==> src/rtl/fetch_pc_ctrl_if.sv <==
// Fetch-unit bus: instruction-memory request/response and decode handshake.
interface fetch_pc_ctrl_if;
    logic        imem_req;
    logic [31:0] imem_addr;
    logic        imem_ready;
    logic        imem_rvalid;
    logic [31:0] imem_rdata;
    logic        inst_valid;
    logic        inst_ready;
    logic [31:0] inst;
    logic [31:0] inst_pc;

    // Fetch controller side
    modport master (
        output imem_req, imem_addr, inst_valid, inst, inst_pc,
        input  imem_ready, imem_rvalid, imem_rdata, inst_ready
    );

    // Memory / decode side
    modport slave (
        input  imem_req, imem_addr, inst_valid, inst, inst_pc,
        output imem_ready, imem_rvalid, imem_rdata, inst_ready
    );
endinterface

==> src/rtl/fetch_pc_ctrl.sv <==
// Program-counter / fetch controller: one outstanding instruction fetch,
// redirect handling with stale-response discard, and a single-entry
// instruction holding register towards decode.
module fetch_pc_ctrl #(
    parameter logic [31:0] RESET_PC = 32'h0000_0000
) (
    input  logic            clk,
    input  logic            rst_n,
    input  logic            redirect,
    input  logic [31:0]     target,
    output logic            misalign,
    fetch_pc_ctrl_if.master bus
);

    typedef enum logic [1:0] {
        S_FETCH,
        S_WAIT,
        S_HOLD
    } state_t;

    localparam logic [31:0] NOP_INST = 32'h0000_0013;

    state_t      state_q, state_d;
    logic [31:0] pc_q, pc_d;
    logic [31:0] inflight_pc_q, inflight_pc_d;
    logic        discard_q, discard_d;
    logic [31:0] inst_q, inst_d;
    logic [31:0] inst_pc_q, inst_pc_d;
    logic        misalign_q, misalign_d;

    logic        redir_ok;
    logic        redir_bad;

    assign redir_ok  = redirect && (target[1:0] == 2'b00);
    assign redir_bad = redirect && (target[1:0] != 2'b00);

    // State register
    always_ff @(posedge clk or negedge rst_n) begin
        if (!rst_n) begin
            state_q <= S_FETCH;
        end else begin
            state_q <= state_d;
        end
    end

    // Next-state logic
    always_comb begin
        state_d = state_q;
        case (state_q)
            S_FETCH: begin
                if (bus.imem_ready) begin
                    state_d = S_WAIT;
                end
            end
            S_WAIT: begin
                if (bus.imem_rvalid) begin
                    state_d = (discard_q || redir_ok) ? S_FETCH : S_HOLD;
                end
            end
            S_HOLD: begin
                if (redir_ok || bus.inst_ready) begin
                    state_d = S_FETCH;
                end
            end
            default: state_d = S_FETCH;
        endcase
    end

    // Output logic
    always_comb begin
        bus.imem_req   = (state_q == S_FETCH);
        bus.imem_addr  = pc_q;
        bus.inst_valid = (state_q == S_HOLD);
        bus.inst       = inst_q;
        bus.inst_pc    = inst_pc_q;
        misalign       = misalign_q;
    end

    // Datapath next values; a valid redirect overrides every other pc update
    always_comb begin
        pc_d          = pc_q;
        inflight_pc_d = inflight_pc_q;
        discard_d     = discard_q;
        inst_d        = inst_q;
        inst_pc_d     = inst_pc_q;
        misalign_d    = redir_bad;
        case (state_q)
            S_FETCH: begin
                if (bus.imem_ready) begin
                    inflight_pc_d = pc_q;
                    if (redir_ok) begin
                        discard_d = 1'b1;
                    end
                end
            end
            S_WAIT: begin
                if (bus.imem_rvalid) begin
                    if (discard_q || redir_ok) begin
                        discard_d = 1'b0;
                    end else begin
                        inst_d    = bus.imem_rdata;
                        inst_pc_d = inflight_pc_q;
                        pc_d      = inflight_pc_q + 32'd4;
                    end
                end else if (redir_ok) begin
                    discard_d = 1'b1;
                end
            end
            default: ;
        endcase
        if (redir_ok) begin
            pc_d = target;
        end
    end

    // Datapath registers
    always_ff @(posedge clk or negedge rst_n) begin
        if (!rst_n) begin
            pc_q          <= RESET_PC;
            inflight_pc_q <= '0;
            discard_q     <= 1'b0;
            inst_q        <= NOP_INST;
            inst_pc_q     <= '0;
            misalign_q    <= 1'b0;
        end else begin
            pc_q          <= pc_d;
            inflight_pc_q <= inflight_pc_d;
            discard_q     <= discard_d;
            inst_q        <= inst_d;
            inst_pc_q     <= inst_pc_d;
            misalign_q    <= misalign_d;
        end
    end

endmodule

==> src/flat_wrapper.sv <==
// flat-port wrapper written by rule: the top's interface ports become plain ports
module fetch_pc_ctrl_flat 
#(
    parameter logic [31:0] RESET_PC = 32'h0000_0000
)
  (clk, rst_n, redirect, target, misalign, bus_imem_req, bus_imem_addr, bus_inst_valid, bus_inst, bus_inst_pc, bus_imem_ready, bus_imem_rvalid, bus_imem_rdata, bus_inst_ready);
  fetch_pc_ctrl_if bus_i ();
  input  logic clk;
  input  logic rst_n;
  input  logic redirect;
  input  logic [31:0] target;
  output logic misalign;
  output wire logic [$bits(bus_i.imem_req)-1:0] bus_imem_req;
  output wire logic [$bits(bus_i.imem_addr)-1:0] bus_imem_addr;
  output wire logic [$bits(bus_i.inst_valid)-1:0] bus_inst_valid;
  output wire logic [$bits(bus_i.inst)-1:0] bus_inst;
  output wire logic [$bits(bus_i.inst_pc)-1:0] bus_inst_pc;
  input wire logic [$bits(bus_i.imem_ready)-1:0] bus_imem_ready;
  input wire logic [$bits(bus_i.imem_rvalid)-1:0] bus_imem_rvalid;
  input wire logic [$bits(bus_i.imem_rdata)-1:0] bus_imem_rdata;
  input wire logic [$bits(bus_i.inst_ready)-1:0] bus_inst_ready;
  assign bus_imem_req = bus_i.imem_req;
  assign bus_imem_addr = bus_i.imem_addr;
  assign bus_inst_valid = bus_i.inst_valid;
  assign bus_inst = bus_i.inst;
  assign bus_inst_pc = bus_i.inst_pc;
  assign bus_i.imem_ready = bus_imem_ready;
  assign bus_i.imem_rvalid = bus_imem_rvalid;
  assign bus_i.imem_rdata = bus_imem_rdata;
  assign bus_i.inst_ready = bus_inst_ready;
  fetch_pc_ctrl #(.RESET_PC(RESET_PC)) u_core (.clk(clk), .rst_n(rst_n), .redirect(redirect), .target(target), .misalign(misalign), .bus(bus_i));
endmodule
==> config.mk <==
export PLATFORM = sky130hd
export DESIGN_NAME = fetch_pc_ctrl_flat
export DESIGN_NICKNAME = d
export VERILOG_FILES = /design/src/rtl/fetch_pc_ctrl_if.sv /design/src/rtl/fetch_pc_ctrl.sv /design/src/flat_wrapper.sv
export SDC_FILE = /design/constraint.sdc
export NUM_CORES = 1
export LEC_CHECK = 0
export BUFFER_PORTS_ARGS = -buffer_cell sky130_fd_sc_hd__buf_2
export CORE_ASPECT_RATIO = 2
export CORE_MARGIN = 10
export CORE_UTILIZATION = 53
export CTS_BUF_LIST = sky130_fd_sc_hd__clkbuf_4 sky130_fd_sc_hd__clkbuf_8
export DETAILED_ROUTE_END_ITERATION = 12
export PLACE_DENSITY = 0.84
export SLEW_MARGIN = 15
export SYNTH_ARGS = -nofsm -noshare
export SYNTH_HDL_FRONTEND = slang
export SYNTH_SLANG_ARGS = --single-unit
==> constraint.sdc <==
create_clock -name clk -period 2.25 [get_ports clk]
set_input_delay 0.225 -clock clk [delete_from_list [all_inputs] [get_ports clk]]
set_output_delay 0.225 -clock clk [all_outputs]
set_load 0.005 [all_outputs]
==> results.ini <==
[place]
dp_cells = 873
dp_slack_ns = 0.1494
place_hpwl_mm = 12.34
port-buffer-count = 168
place.gp.congestion = 0.8878
placed_cell_area_um2 = 6705

[worst_setup_path]
endpoint_kind = register
crit_slowest_cell = or4_4
cp-start-kind = register
path_class = reg2reg
critPathArrivalTime_ns = 2.42
crit_family = simple AND/OR/NAND/NOR gates
critical_path_buf_inv_count = 0
max_stage_delay_ns = 0.50
cp_cell_sequence = ha_2 > nand4_1 > or2_2 > or4_4 > xor2_1 > o21ai_1
cp.required_ns = 2.58
path_max_fanout = 8

[synthesis]
synth-edff-count = 0
syn_area_um2 = 5684
yosysSeqAreaShare_pct = 58.18
ys.flop_type = dfrtp_1
syn_nets = 658
async_flop_share_pct = 100.0
synth.distinct_cells = 40
syn_inst = 587
avgSynthCellArea_um2 = 9.683
synth-seq-cells = 132
yosys_warnings = 0

[drt]
ant_nets = 0
avgRoutedWirePerCell_um = 18.14
drtIter0Drc = 329
drt-total-wl_mm = 17.13
first_pass_iters = 5
drc = 0
vias = 5151
vias_per_cell = 5.457

[pwr]
power_per_cell_area_nw_per_um2 = 1261
leakage_nw = 3.842
peakVddDrop_uv = 849.9

[worst_hold_path]
hp-class = in2reg

[clock_tree]
cts_tree = yes
cts_max_path_buffers = 2
cts.sinks = 132
root_buffer = clkbuf_8
insertion_delay_ns = 0.45
cts_setup_buffers = 0
numCtsBuffers = 17
htree_num_levels = 4
path_clk_slew_ns = 0.07

[floorplanning]
fp-row-count = 53
coreArea_um2 = 10480
die_h_um = 166.5
io_pins = 169
fp.dieW_um = 93.23
die_area_um2 = 15520
initial_core_util_pct = 54.25

[sta]
setup_viol = 0
rsz0062_at_grt = no
min_period_over_period_pct = 93.06
hold_viol_final = 0
finClkSkew_ns = 0.009865
relSlewSlack_pct = 62.03
worst_pin_slew_ns = 0.5696
final_max_slew_viol_count = 0
timing.hold.ws_ns = 0.0008456
clock.fmax_mhz = 477.6
finalSetupTns_ns = 0
setup_slack_ns = 0.1562
min_period_ns = 2.094

[grt]
overflow = 0
top_usage_layer = met2
antenna_found_initial = 1
grt_max_degree = 63
met2_usage_pct = 39.11
grt_pass1_wl_mm = 27.55
grt_util_met3_pct = 6.213
grtUsageMet1_pct = 22.64
grt_pass1_vias = 5458
grtUsageTotal_pct = 22.46

[layout]
drive_gt1_share_pct = 31.89
fin_area_um2 = 7547
nets = 865
nFillCells = 757
fin_cells = 944
area_delta_synth_final_pct = 32.78

[run]
drv_cap = 0

[status]
status = finished, final reports clean

metal layers:
| layer | up-vias | wire length [µm] | part of all wire [%] |
|---|---|---|---|
| met2 | 221 | 9241 | 54 |
| met1 | 2504 | 6011 | 35 |
| met4 | 0 | 928 | 5.4 |
| met3 | 65 | 944 | 5.5 |
| li1 | 2361 | - | - |
| met5 | - | 0 | 0 |
where the power goes:
part | internal, mW | total [mW] | switching (mW) | leakage [nW]
Clock | 1.33 | 2.20 | 0.873 | 0.224
Combinational | 1.45 | 3.01 | 1.56 | 1.96
Sequential | 3.40 | 4.31 | 0.910 | 1.66
worst reg2reg max path, stage by stage, from the launching register on:
cell and delay, ns:
dfrtp_1 0.43, ha_2 0.24, nand4_1 0.15, or2_2 0.40, or4_4 0.50, xor2_1 0.17
o21ai_1 0.07
timing repair:
item | 4_1_cts | 5_1_grt
setup endpoints to repair | 0 | 1
gates resized for setup | 0 | 1
hold buffers | 39 | 0
hold endpoints to repair | 93 | 0
cell usage after synthesis (all sizes together), types with 3 or more instances:
master  instances  area (µm²)
nor2           19       71.32
o21ai          32       160.2
a22oi          17       127.6
dfstp           3       78.83
a21oi           9       45.04
nand4           9       56.30
nor4            9       56.30
dfrtp         129        3228
and3            4       26.28
mux2           31       349.1
buf            12       62.56
nor3            7       35.03
nand3           9       50.05
xnor2          14       122.6
xor2           12       105.1
nand2         224       843.3
clkbuf         22       82.58
layout by cell type (no fill, tap or decap), drive strengths merged, types with 2 or more instances in the layout:
cell type    instances
a21oi                9
a22o                 2
a22oi               17
and2                 2
and3                 4
buf                183
bufinv               4
clkbuf              22
clkinv               3
clkinvlp             2
dfrtp              129
dfstp                3
dlygate4sd3         39
inv                  2
mux2                31
mux2i                2
nand2              224
nand3                9
nand4                9
nor2                19
nor2b                2
nor3                 7
nor4                 9
o21ai               32
o22ai                2
or2                  2
or3                  2
xnor2               14
xor2                12
cell type report:
cell class / count / area [µm²] / area share [%]
sequential: 132 / 3307 / 43.82
multi-input combinational: 419 / 2237 / 29.64
timing repair buffer: 222 / 1375 / 18.22
clock buffer: 22 / 296.5 / 3.929
tap: 137 / 171.4 / 2.271
clock inverter: 9 / 150.1 / 1.989
inverter: 2 / 7.507 / 0.09947
antenna: 1 / 2.502 / 0.03316
flip-flops by register name, summed over array words and instances, names as in the netlist:
name,cells
u_core.discard_q,1
u_core.state_q,2
u_core.inflight_pc_q,32
u_core.bus.inst_pc,32
u_core.bus.inst,32
u_core.misalign,1
u_core.bus.imem_addr,32
kinds of logic (layout without fill, tap and decap cells):
group / after synthesis / count (layout) / synth area share (%)
flip-flops: 132 / 132 / 58.18
adder cells (fa/ha/maj): 1 / 1 / 0.2201
AND/OR/NAND/NOR: 292 / 292 / 21.35
multiplexers: 33 / 33 / 6.493
XOR/XNOR: 26 / 26 / 4.006
AO/OA/AOI/OAI: 67 / 67 / 7.066
buffers and inverters: 36 / 255 / 2.686
other: 0 / 1 / 0
metrics by stage:
stage / util, % / power [mW]
floorplan: - / 5.701
global placement: 64.00 / 7.097
detailed placement: 64.00 / 7.279
CTS: 71.98 / 9.536
global route: 72.03 / 10.15
finish: 72.03 / 9.517
path summary, 6_finish.rpt:
path	start	to	slack (ns)	cells after the start
hold reg to reg	u_core.bus.inst[1]$_DFFE_PN1P_	u_core.bus.inst[1]$_DFFE_PN1P_	0.46	2
setup reg to reg	u_core.inflight_pc_q[2]$_DFFE_PN0P_	u_core.bus.imem_addr[26]$_DFFE_PN0P_	0.16	6
hold / removal	target[12]	u_core.bus.imem_addr[12]$_DFFE_PN0P_	0.0008	3
max in group asynchronous	rst_n	u_core.inflight_pc_q[8]$_DFFE_PN0P_	1.28	3
setup / recovery	u_core.inflight_pc_q[2]$_DFFE_PN0P_	u_core.bus.imem_addr[26]$_DFFE_PN0P_	0.16	6
min in group asynchronous	rst_n	u_core.bus.inst[11]$_DFFE_PN0P_	0.33	2
No activity file was read; power rests on OpenSTA's default activity.
